### src/rtl/wb_stage_if.sv
// wb_stage_if: memory->writeback record bus, writeback->commit record bus and register-file write port
// Ports: i_* are driven toward the writeback stage, o_* are driven by it.
// slave modport is the writeback stage, master modport is its environment.
interface wb_stage_if;
  logic        i_wb_memoryed_req;
  logic        o_wb_memoryed_ack;
  logic [4:0]  i_wb_rd;
  logic        i_wb_rd_wen;
  logic [63:0] i_wb_rd_wdata;
  logic [63:0] i_wb_pc;
  logic [31:0] i_wb_inst;
  logic        i_wb_nocmt;
  logic        i_wb_skipcmt;
  logic        o_wb_writebacked_req;
  logic        i_wb_writebacked_ack;
  logic [4:0]  o_wb_rd;
  logic        o_wb_rd_wen;
  logic [63:0] o_wb_rd_wdata;
  logic [63:0] o_wb_pc;
  logic [31:0] o_wb_inst;
  logic        o_wb_nocmt;
  logic        o_wb_skipcmt;
  logic        o_wb_rf_wen;
  logic [4:0]  o_wb_rf_waddr;
  logic [63:0] o_wb_rf_wdata;
  logic [63:0] o_wb_instret;
  modport slave (
    input  i_wb_memoryed_req, i_wb_rd, i_wb_rd_wen, i_wb_rd_wdata, i_wb_pc, i_wb_inst,
           i_wb_nocmt, i_wb_skipcmt, i_wb_writebacked_ack,
    output o_wb_memoryed_ack, o_wb_writebacked_req, o_wb_rd, o_wb_rd_wen, o_wb_rd_wdata,
           o_wb_pc, o_wb_inst, o_wb_nocmt, o_wb_skipcmt, o_wb_rf_wen, o_wb_rf_waddr,
           o_wb_rf_wdata, o_wb_instret
  );
  modport master (
    output i_wb_memoryed_req, i_wb_rd, i_wb_rd_wen, i_wb_rd_wdata, i_wb_pc, i_wb_inst,
           i_wb_nocmt, i_wb_skipcmt, i_wb_writebacked_ack,
    input  o_wb_memoryed_ack, o_wb_writebacked_req, o_wb_rd, o_wb_rd_wen, o_wb_rd_wdata,
           o_wb_pc, o_wb_inst, o_wb_nocmt, o_wb_skipcmt, o_wb_rf_wen, o_wb_rf_waddr,
           o_wb_rf_wdata, o_wb_instret
  );
endinterface

### src/rtl/wb_stage.sv
// wb_stage: 2-entry writeback buffer with req/ack toward commit, register-file write and instret counter
// Ports: clk, rst (async active-low), wb (wb_stage_if.slave: memory-side handshake and record,
// commit-side handshake and head record, rf write port, retired-instruction count).
module wb_stage #(
  parameter int DEPTH = 2
) (
  input logic       clk,
  input logic       rst,
  wb_stage_if.slave wb
);
  typedef enum logic [1:0] {EMPTY = 2'd0, ONE = 2'd1, FULL = 2'd2} state_t;
  typedef struct packed {
    logic [4:0]  rd;
    logic        rd_wen;
    logic [63:0] rd_wdata;
    logic [63:0] pc;
    logic [31:0] inst;
    logic        nocmt;
    logic        skipcmt;
  } rec_t;
  state_t      state_q, state_d;
  logic        wp_q, rp_q, ack_q;
  rec_t        entry_q [DEPTH];
  rec_t        rec_in, head;
  logic [63:0] instret_q;
  logic        in_hs, out_hs;
  assign rec_in = {wb.i_wb_rd, wb.i_wb_rd_wen, wb.i_wb_rd_wdata, wb.i_wb_pc, wb.i_wb_inst,
                   wb.i_wb_nocmt, wb.i_wb_skipcmt};
  assign head   = entry_q[rp_q];
  assign in_hs  = wb.i_wb_memoryed_req & ack_q;
  assign out_hs = (state_q != EMPTY) & wb.i_wb_writebacked_ack;
  always_comb begin
    state_d = state_q;
    case (state_q)
      EMPTY:   state_d = in_hs ? ONE : EMPTY;
      ONE:     state_d = (in_hs == out_hs) ? ONE : (in_hs ? FULL : EMPTY);
      FULL:    state_d = out_hs ? ONE : FULL;
      default: state_d = EMPTY;
    endcase
  end
  // ack is registered from the next occupancy so it drops exactly while FULL
  always_ff @(posedge clk or negedge rst) begin
    if (!rst) begin
      state_q   <= EMPTY;
      wp_q      <= 1'b0;
      rp_q      <= 1'b0;
      ack_q     <= 1'b1;
      instret_q <= '0;
      entry_q   <= '{default: '0};
    end else begin
      state_q <= state_d;
      ack_q   <= state_d != FULL;
      if (in_hs) begin
        entry_q[wp_q] <= rec_in;
        wp_q          <= ~wp_q;
      end
      if (out_hs) rp_q <= ~rp_q;
      if (out_hs & ~head.nocmt) instret_q <= instret_q + 64'd1;
    end
  end
  assign wb.o_wb_memoryed_ack    = ack_q;
  assign wb.o_wb_writebacked_req = state_q != EMPTY;
  assign wb.o_wb_rd              = head.rd;
  assign wb.o_wb_rd_wen          = head.rd_wen;
  assign wb.o_wb_rd_wdata        = head.rd_wdata;
  assign wb.o_wb_pc              = head.pc;
  assign wb.o_wb_inst            = head.inst;
  assign wb.o_wb_nocmt           = head.nocmt;
  assign wb.o_wb_skipcmt         = head.skipcmt;
  assign wb.o_wb_rf_wen          = out_hs & head.rd_wen & (head.rd != 5'd0) & ~head.nocmt;
  assign wb.o_wb_rf_waddr        = head.rd;
  assign wb.o_wb_rf_wdata        = head.rd_wdata;
  assign wb.o_wb_instret         = instret_q;
endmodule

### src/flat_wrapper.sv
// flat-port wrapper written by rule: the top's interface ports become plain ports
module wb_stage_flat 
#(
  parameter int DEPTH = 2
)
  (clk, rst, wb_i_wb_memoryed_req, wb_i_wb_rd, wb_i_wb_rd_wen, wb_i_wb_rd_wdata, wb_i_wb_pc, wb_i_wb_inst, wb_i_wb_nocmt, wb_i_wb_skipcmt, wb_i_wb_writebacked_ack, wb_o_wb_memoryed_ack, wb_o_wb_writebacked_req, wb_o_wb_rd, wb_o_wb_rd_wen, wb_o_wb_rd_wdata, wb_o_wb_pc, wb_o_wb_inst, wb_o_wb_nocmt, wb_o_wb_skipcmt, wb_o_wb_rf_wen, wb_o_wb_rf_waddr, wb_o_wb_rf_wdata, wb_o_wb_instret);
  wb_stage_if wb_i ();
  input logic clk;
  input logic rst;
  input wire logic [$bits(wb_i.i_wb_memoryed_req)-1:0] wb_i_wb_memoryed_req;
  input wire logic [$bits(wb_i.i_wb_rd)-1:0] wb_i_wb_rd;
  input wire logic [$bits(wb_i.i_wb_rd_wen)-1:0] wb_i_wb_rd_wen;
  input wire logic [$bits(wb_i.i_wb_rd_wdata)-1:0] wb_i_wb_rd_wdata;
  input wire logic [$bits(wb_i.i_wb_pc)-1:0] wb_i_wb_pc;
  input wire logic [$bits(wb_i.i_wb_inst)-1:0] wb_i_wb_inst;
  input wire logic [$bits(wb_i.i_wb_nocmt)-1:0] wb_i_wb_nocmt;
  input wire logic [$bits(wb_i.i_wb_skipcmt)-1:0] wb_i_wb_skipcmt;
  input wire logic [$bits(wb_i.i_wb_writebacked_ack)-1:0] wb_i_wb_writebacked_ack;
  output wire logic [$bits(wb_i.o_wb_memoryed_ack)-1:0] wb_o_wb_memoryed_ack;
  output wire logic [$bits(wb_i.o_wb_writebacked_req)-1:0] wb_o_wb_writebacked_req;
  output wire logic [$bits(wb_i.o_wb_rd)-1:0] wb_o_wb_rd;
  output wire logic [$bits(wb_i.o_wb_rd_wen)-1:0] wb_o_wb_rd_wen;
  output wire logic [$bits(wb_i.o_wb_rd_wdata)-1:0] wb_o_wb_rd_wdata;
  output wire logic [$bits(wb_i.o_wb_pc)-1:0] wb_o_wb_pc;
  output wire logic [$bits(wb_i.o_wb_inst)-1:0] wb_o_wb_inst;
  output wire logic [$bits(wb_i.o_wb_nocmt)-1:0] wb_o_wb_nocmt;
  output wire logic [$bits(wb_i.o_wb_skipcmt)-1:0] wb_o_wb_skipcmt;
  output wire logic [$bits(wb_i.o_wb_rf_wen)-1:0] wb_o_wb_rf_wen;
  output wire logic [$bits(wb_i.o_wb_rf_waddr)-1:0] wb_o_wb_rf_waddr;
  output wire logic [$bits(wb_i.o_wb_rf_wdata)-1:0] wb_o_wb_rf_wdata;
  output wire logic [$bits(wb_i.o_wb_instret)-1:0] wb_o_wb_instret;
  assign wb_i.i_wb_memoryed_req = wb_i_wb_memoryed_req;
  assign wb_i.i_wb_rd = wb_i_wb_rd;
  assign wb_i.i_wb_rd_wen = wb_i_wb_rd_wen;
  assign wb_i.i_wb_rd_wdata = wb_i_wb_rd_wdata;
  assign wb_i.i_wb_pc = wb_i_wb_pc;
  assign wb_i.i_wb_inst = wb_i_wb_inst;
  assign wb_i.i_wb_nocmt = wb_i_wb_nocmt;
  assign wb_i.i_wb_skipcmt = wb_i_wb_skipcmt;
  assign wb_i.i_wb_writebacked_ack = wb_i_wb_writebacked_ack;
  assign wb_o_wb_memoryed_ack = wb_i.o_wb_memoryed_ack;
  assign wb_o_wb_writebacked_req = wb_i.o_wb_writebacked_req;
  assign wb_o_wb_rd = wb_i.o_wb_rd;
  assign wb_o_wb_rd_wen = wb_i.o_wb_rd_wen;
  assign wb_o_wb_rd_wdata = wb_i.o_wb_rd_wdata;
  assign wb_o_wb_pc = wb_i.o_wb_pc;
  assign wb_o_wb_inst = wb_i.o_wb_inst;
  assign wb_o_wb_nocmt = wb_i.o_wb_nocmt;
  assign wb_o_wb_skipcmt = wb_i.o_wb_skipcmt;
  assign wb_o_wb_rf_wen = wb_i.o_wb_rf_wen;
  assign wb_o_wb_rf_waddr = wb_i.o_wb_rf_waddr;
  assign wb_o_wb_rf_wdata = wb_i.o_wb_rf_wdata;
  assign wb_o_wb_instret = wb_i.o_wb_instret;
  wb_stage #(.DEPTH(DEPTH)) u_core (.clk(clk), .rst(rst), .wb(wb_i));
endmodule
### config.mk
export PLATFORM = sky130hd
export DESIGN_NAME = wb_stage_flat
export DESIGN_NICKNAME = d
export VERILOG_FILES = /design/src/rtl/wb_stage_if.sv /design/src/rtl/wb_stage.sv /design/src/flat_wrapper.sv
export SDC_FILE = /design/constraint.sdc
export NUM_CORES = 1
export LEC_CHECK = 0
export ABC_CLOCK_PERIOD_IN_PS = 2960
export CAP_MARGIN = 20
export CORE_MARGIN = 3
export CORE_UTILIZATION = 40
export CTS_CLUSTER_SIZE = 40
export DETAILED_ROUTE_END_ITERATION = 10
export PLACE_DENSITY = 0.75
export SKIP_CTS_REPAIR_TIMING = 1
export SLEW_MARGIN = 10
export SYNTH_ARGS = -nofsm -noshare
export SYNTH_HDL_FRONTEND = slang
export SYNTH_SLANG_ARGS = --single-unit
export TNS_END_PERCENT = 100
### constraint.sdc
create_clock -name clk -period 2.96 [get_ports clk]
set_input_delay 0.888 -clock clk [delete_from_list [all_inputs] [get_ports clk]]
set_output_delay 0.888 -clock clk [all_outputs]
set_load 0.01 [all_outputs]
**After elaboration in Yosys (flattened, before gate mapping)**

Cells that the tools add are included.

- Bits of input ports: 172
- Flip-flop bits (word level): 405
- Logic and storage cells: 53

- Magnitude comparators: 3
- $add $sub $neg: 1
- Equality and inequality tests: 4
- Bitwise gates (word level): 11
- Multiplexer cells: 11
- Reduce and logical (&&, ||, !) cells: 4

Operator list:

| operator | number |
|---|---|
| two-way mux 168 bit | 4 |
| bitwise mux 336 bit | 1 |
| demux 168 bit (select 1 bit) | 1 |
| adder 64 x 1 -> 64 bit, second input constant | 1 |
| AND 1 bit | 6 |
| two-way mux 2 bit | 3 |
| one-hot mux 2 bit (3 select lines) | 1 |
| nonzero test 5 bit | 1 |
| >= comparator 2 bit, second input constant | 2 |
| NOT 1 -> 2 bit | 2 |
| NOT 1 bit | 3 |
| equality test 2 x 1 -> 1 bit, second input constant | 1 |
| equality test 2 bit, second input constant | 1 |
| logical NOT 2 bit | 1 |
| < comparator 2 x 1 -> 1 bit, second input constant | 1 |
| != test 2 bit, second input constant | 1 |
| nonzero test 2 bit | 1 |
| equality test 1 bit | 1 |
| logical AND 1 bit | 1 |
| two-way mux 1 bit | 1 |

**Longest topological paths before layout**

Gate-level depths: netlist of run 1.

- Word-level depth: 7
- Depth in mapped cells: 8
- Gate-level depth less buffers: 6

**Worst setup path before layout of run 1**

No wires, ideal clock.

- Path type: register -> output
- From: reg u_core.rp_q
- To: out wb_o_wb_rf_wdata[0]
- Buffers on the path: 4
- Arrival: 1.649 ns
- Data required time: 2.072 ns
- Slack: 0.423 ns
- Cell stages (with the launch flop): 6
- Cells stage by stage: dfrtp_1 > buf_6 > clkbuf_1 > clkbuf_1 > mux2_2 > buf_4

- Longest elaborated chain between the ends: 4

RTL lines:

| element | line | RTL |
|---|---|---|
| start: declaration | wb_stage.sv:22 | `logic wp_q, rp_q, ack_q;` |
| start signal: assignment | wb_stage.sv:57 | `if (out_hs) rp_q <= ~rp_q;` |
| NOT 1 -> 2 bit (implied by the code) | wb_stage.sv:29 | `assign head = entry_q[rp_q];` |
| two-way mux 168 bit (implied by the code) (3 in series) | wb_stage.sv:29 |  |
| end: declaration | flat_wrapper.sv:30 | `output wire logic [$bits(wb_i.o_wb_rf_wdata)-1:0] wb_o_wb_rf_wdata;` |

Every way passes these cells. The select of a mux whose other input is x is not followed.

**Worst setup path after layout of run 1**

- From: reg u_core.rp_q
- To: out wb_o_wb_rf_wen

- Longest elaborated chain between the ends: 7
- Elaborated cells between the ends (all ways): 9

RTL lines:

| element | line | RTL |
|---|---|---|
| NOT 1 -> 2 bit (implied by the code) * | wb_stage.sv:29 |  |
| two-way mux 168 bit (implied by the code) * (3 in series) | wb_stage.sv:29 |  |
| nonzero test 5 bit or AND 1 bit (tied branches) | wb_stage.sv:70 | `assign wb.o_wb_rf_wen = out_hs & head.rd_wen & (head.rd != 5'd0) & ~head.nocmt;` |
| AND 1 bit | wb_stage.sv:70 |  |
| AND 1 bit * | wb_stage.sv:70 |  |
| end: declaration | flat_wrapper.sv:28 | `output wire logic [$bits(wb_i.o_wb_rf_wen)-1:0] wb_o_wb_rf_wen;` |

Mark *: on every way between the ends. The rest lies on a longest branch, timed or not. The select of a mux whose other input is x is not followed.

==> out/metrics.yaml, run 1 <==
pwr-share-comb_pct: 50.4
seqPwrFrac_pct: 30.8
drt_iter0_drc: 498
clock_skew_ns: 0.0250
routed_via_density: 5.00
crit-reg2reg-launch: "u_core.rp_q"
final.period_utilization_pct: 108
vias: 11900
grt_pass1_vias: 12800
timing.rr.end: "u_core.wb.o_wb_instret[53]"
power_frac_clock_pct: 18.8
fin_ws_ns: -0.249
grtUsageTotal_pct: 19.2
start_util_pct: 40.8
routedWlPerCell_um: 20.3
clk_latency_ns: 0.56
synth-seq-area-share_pct: 55.8
antenna_found_initial: 2
die_area_mm2: 0.0480
ys_seq_elements: 405
yosysUniqueCellTypes: 42
drc: 0
finalCriticalPeriod_ns: 3.21
leakagePower_uw: 0.0113
r2r_cells: 8
p_sw_share_pct: 31.6
slew_headroom_pct: 59.9
path_clk_slew_ns: 0.06
finalPower_uw: 29800
netlist_instances: 1275
r2r_slack_ns: 0.54
hp-class: "in -> async"
tritoncts: "built"
yosys_warnings: 0
max_slew.worst_pin.slew_ns: 0.602
cp_cell_sequence: "buf_4 -> mux2_4 -> or3_1 -> o311a_1 -> clkbuf_2"
setup.worst_path.start_class: "flip-flop"
cts.root.buffer_cell: "clkbuf_16"
grt_max_degree: 66
syn_area_mm2: 0.0182
clockBufferDepth: 3
core_mm2: 0.0445
dr.pass1.iters: 4
maxSlewViolCount: 0
rsz0062_at_grt: "true"
die_y_um: 219
drv_cap: 0
nets: 1924
p_per_area_mw_per_mm2: 1170
cts_buffers: 45
synth-edff-count: 0
htree_num_levels: 2
dp_slack_ns: -0.446
intPower_uw: 20400
end_kind: "output pin"
crit_arrival_ns: 2.32
routed_wl_um: 48200
clkSinkCount: 405
drive_above_1_share_pct: 42.0
worstPathMaxFanout: 6
io_pins: 476
failed_checks: "setup timing"
syn_avg_cell_area_um2: 14.2
final_common_cell: "mux2_2"
slowest_delay_ns: 0.52
outcome: "finished with violations"
gp_congestion: 0.850
fmax_ghz: 0.312
setup_viol: 181
hpwl_um: 34100
cp_slowest_cell: "dfrtp_4"
final_cell_mix: "mux2_2 (496), dfrtp_1 (403), clkdlybuf4s50_1 (352)"
grt_pass1_wl_um: 72400
fp.dieW_um: 219
grt-ovfl-total: 0
crit_type: "reg -> out"
p_sw_uw: 9430
syn_nets: 1449
ant_nets: 0
cp.required_ns: 2.07
async_flop_share_pct: 100
peakVddDrop_mv: 0.697
row_count: 77
synthFlopType: "dfrtp_1"
syn_to_final_growth_pct: 40.3
io_buffers: 475
hold_viol: 0
[state kept, by name, summed over array words and instances, names as in the netlist]
| register | count |
|---|---|
| u_core.entry_q | 336 |
| u_core.wb.o_wb_memoryed_ack | 1 |
| u_core.state_q | 2 |
| u_core.wp_q | 1 |
| u_core.wb.o_wb_instret | 64 |
| u_core.rp_q | 1 |
[cell usage after synthesis, drive strengths merged (2+ instances only)]
library cell | n | area share, %
and2 | 2 | 0.069
and3 | 3 | 0.10
and4 | 4 | 0.19
buf | 82 | 3.3
clkbuf | 47 | 0.97
dfrtp | 404 | 56
ha | 2 | 0.14
inv | 11 | 0.24
mux2 | 503 | 31
nand2 | 36 | 0.74
nand3 | 20 | 0.55
nand4 | 23 | 0.99
nor2 | 23 | 0.48
nor3 | 20 | 0.70
nor3b | 2 | 0.083
nor4 | 13 | 0.75
o21ai | 2 | 0.055
or2 | 2 | 0.069
or3 | 2 | 0.069
xnor2 | 28 | 1.4
xor2 | 36 | 1.7
[kinds of logic after synthesis]
kind of cell,Yosys count,synth area share [%]
muxes,504,31.3
DFF,405,55.8
and+or+nand+nor,154,4.95
buffers and inverters,140,4.47
xor gates and xnor gates,64,3.09
AOI/OAI and AO/OA,6,0.220
adders and majority gates,2,0.138
[cell type report]
type	instances	area [um2]
diodes	1	2.50
clock buffers	69	1300
clock inverters	12	193
fillers	3574	19000
inverters	11	43.8
multi-input cells	730	7250
flip-flops and latches	405	10100
well taps	592	741
repair buffers	557	5820
[metrics by stage]
step | hold WS (ns) | TNS (ns) | cells | cell area, um2 | utilization, %
floorplan | 0.461 | 0 | 1275 | 18200 | -
global placement | 0.480 | -0.454 | 2265 | 23600 | 53.0
detailed placement | 0.486 | -0.461 | 2265 | 23600 | 53.0
CTS | 0.291 | -82.44 | 2346 | 25100 | 56.3
global route | 0.301 | -43.32 | 2376 | 25500 | 57.3
finish | 0.293 | -28.82 | 2377 | 25500 | 57.3
[power groups by stage]
stage | registers [uW] | clock network [uW] | logic, uW
5_1_grt | 9490 | 6040 | 16000
4_1_cts | 9160 | 5790 | 15000
2_1_floorplan | 8830 | 0 | 8540
6_report | 9180 | 5620 | 15000
3_3_place_gp | 9030 | 0 | 14700
3_5_place_dp | 9240 | 0 | 14900
[routing by layer]
layer  routed length [um]  global-route usage, %  part of all wire, %  vias to the layer above
met3                 4660                   7.50                  9.7                       71
met1                18400                   22.3                   38                     6014
met2                23900                   32.8                   50                      404
met4                 1210                   6.05                  2.5                        2
li1                     -                      -                    -                     5404
met5                   13                      0                0.027                        -
[worst max path at each step]
stage	start	end	slack, ns	depth (start not counted)
after floorplan	u_core.rp_q	wb_o_wb_rf_wdata[0]	0.42	5
after global placement	wb_i_wb_writebacked_ack	wb_o_wb_rf_wen	-0.45	6
after detailed placement	wb_i_wb_writebacked_ack	wb_o_wb_rf_wen	-0.45	6
after CTS	u_core.rp_q	wb_o_wb_pc[3]	-0.56	5
after global routing	u_core.rp_q	wb_o_wb_rf_wen	-0.33	5
final	u_core.rp_q	wb_o_wb_rf_wen	-0.25	5
[worst max-delay path, delay by kind of cell (launching register included)]
kind / cells / cell delay (ns)
flip-flops: 1 / 0.52
AND/OR/NAND/NOR: 1 / 0.36
multiplexers: 1 / 0.32
AO/OA/AOI/OAI: 1 / 0.30
buffers and inverters: 2 / 0.29
Note: power is estimated with default switching activity, not from simulation.
==> inputs of run 2 (changes only) <==
--- a/config.mk
+++ b/config.mk
@@ -5,7 +5,6 @@
 export SDC_FILE = /design/constraint.sdc
 export NUM_CORES = 1
 export LEC_CHECK = 0
-export ABC_CLOCK_PERIOD_IN_PS = 2960
 export CAP_MARGIN = 20
 export CORE_MARGIN = 3
 export CORE_UTILIZATION = 40
==> results of run 2 <==
The final DEF is identical to that of run 1; final timing and power are the same.
==> inputs of run 3 (changes only) <==
--- a/config.mk
+++ b/config.mk
@@ -5,12 +5,12 @@
 export SDC_FILE = /design/constraint.sdc
 export NUM_CORES = 1
 export LEC_CHECK = 0
-export CAP_MARGIN = 20
 export CORE_MARGIN = 3
 export CORE_UTILIZATION = 40
 export CTS_CLUSTER_SIZE = 40
 export DETAILED_ROUTE_END_ITERATION = 10
 export PLACE_DENSITY = 0.75
+export SETUP_SLACK_MARGIN = 0.1
 export SKIP_CTS_REPAIR_TIMING = 1
 export SLEW_MARGIN = 10
 export SYNTH_ARGS = -nofsm -noshare
==> run 3 against run 2 <==
Net effect: the flow still finishes with violations (setup timing); die area stayed put; total power is 1.0% higher; combinational power hardly changed; fmax hardly changed; via count is 0.47% higher; highest routed layer unchanged.
==> out/metrics.yaml, run 3 (synthesized netlist as in run 1, its figures left out) <==
ant_nets: 0
final_cell_mix: "mux2_2 (492), dfrtp_1 (403), clkdlybuf4s50_1 (348)"
cts.root.buffer_cell: "clkbuf_16"
io_buffers: 475
grt_pass1_vias: 12800
slew_headroom_pct: 60.0
syn_to_final_growth_pct: 40.9
timing.rr.end: "u_core.wb.o_wb_instret[53]"
dr.pass1.iters: 4
crit-reg2reg-launch: "u_core.rp_q"
final_common_cell: "mux2_2"
clock_skew_ns: 0.0243
routed_wl_um: 48200
maxSlewViolCount: 0
drc: 0
final.period_utilization_pct: 108
grt_pass1_wl_um: 72400
io_pins: 476
p_per_area_mw_per_mm2: 1180
cp.required_ns: 2.07
vias: 12000
fmax_ghz: 0.312
failed_checks: "setup timing"
crit_type: "reg -> out"
tritoncts: "built"
path_clk_slew_ns: 0.06
die_area_mm2: 0.0480
routedWlPerCell_um: 20.2
crit_arrival_ns: 2.32
clockBufferDepth: 3
routed_via_density: 5.02
drv_cap: 0
r2r_slack_ns: 0.54
clk_latency_ns: 0.56
clkSinkCount: 405
setup_viol: 181
worstPathMaxFanout: 6
setup.worst_path.start_class: "flip-flop"
grt_max_degree: 66
peakVddDrop_mv: 0.695
hold_viol: 0
cts_buffers: 45
grtUsageTotal_pct: 19.2
drt_iter0_drc: 522
finalCriticalPeriod_ns: 3.21
nets: 1930
die_y_um: 219
htree_num_levels: 2
grt-ovfl-total: 0
fin_ws_ns: -0.248
core_mm2: 0.0445
gp_congestion: 0.850
fp.dieW_um: 219
rsz0062_at_grt: "true"
leakagePower_uw: 0.0113
end_kind: "output pin"
outcome: "finished with violations"
max_slew.worst_pin.slew_ns: 0.599
antenna_found_initial: 2
final_core_util_pct: 57.5
final.setup.tns_ns: -30.96
largest_reg_flops: 336
top_register: "u_core.entry_q"
drive_above_1_share_pct: 43.0
start_util_pct: 40.8
hpwl_um: 34100
hp-class: "in -> async"
row_count: 77
r2r_cells: 8
## run 3: cell types whose count changed in the layout (fill, tap and decap cells not counted), sizes merged
| cell | change |
|---|---|
| dlymetal6s2s | -11 |
| buf | +29 |
| clkdlybuf4s50 | -4 |
| clkbuf | -8 |
## run 3: power by group
part	total, uW	internal [uW]	switching, uW
Sequential	9180	7990	1190
Clock	5620	3440	2180
Combinational	15300	9200	6140
Total	30100	20600	9510
## run 3: area by class of cell
type	count	area [um2]
Fill cell	3553	18900
Sequential cell	405	10100
Multi-Input combinational cell	730	7270
Timing Repair Buffer	563	5910
Clock buffer	69	1300
Tap cell	592	741
Clock inverter	12	193
Inverter	11	43.8
Antenna cell	1	2.50
## run 3: per-stage QoR
stage / hold slack, ns / instances / setup slack [ns] / cell area [um2] / power [uW]
3_3_place_gp: 0.480 / 2265 / -0.447 / 23600 / 23700
3_5_place_dp: 0.486 / 2265 / -0.446 / 23600 / 24100
5_1_grt: 0.301 / 2382 / -0.333 / 25600 / 31900
6_report: 0.291 / 2383 / -0.248 / 25600 / 30100
4_1_cts: 0.291 / 2346 / -0.565 / 25100 / 29900
2_1_floorplan: 0.461 / 1275 / 0.423 / 18200 / 17400
## run 3: critical path, stage by stage, from the launching register on
cell      delay (ns)
dfrtp_4         0.52
buf_4           0.16
mux2_4          0.32
or3_1           0.36
o311a_1         0.30
clkbuf_2        0.13
## run 3: worst max-delay path by stage
stage,end,cells past startpoint,from,slack [ns]
floorplan,wb_o_wb_rf_wdata[0],5,u_core.rp_q,0.42
global placement,wb_o_wb_rf_wen,6,wb_i_wb_writebacked_ack,-0.45
CTS,wb_o_wb_pc[3],5,u_core.rp_q,-0.56
detailed placement,wb_o_wb_rf_wen,6,wb_i_wb_writebacked_ack,-0.45
global route,wb_o_wb_rf_wen,5,u_core.rp_q,-0.33
finish,wb_o_wb_rf_wen,5,u_core.rp_q,-0.25
## run 3: routing by layer
layer  vias up  track usage, %  routed length [um]
li1       5432               -                   -
met1      6050            22.3               18400
met2       401            32.8               24000
met3        66            7.50                4620
met4         2            6.05                1170
met5         -               0                  13
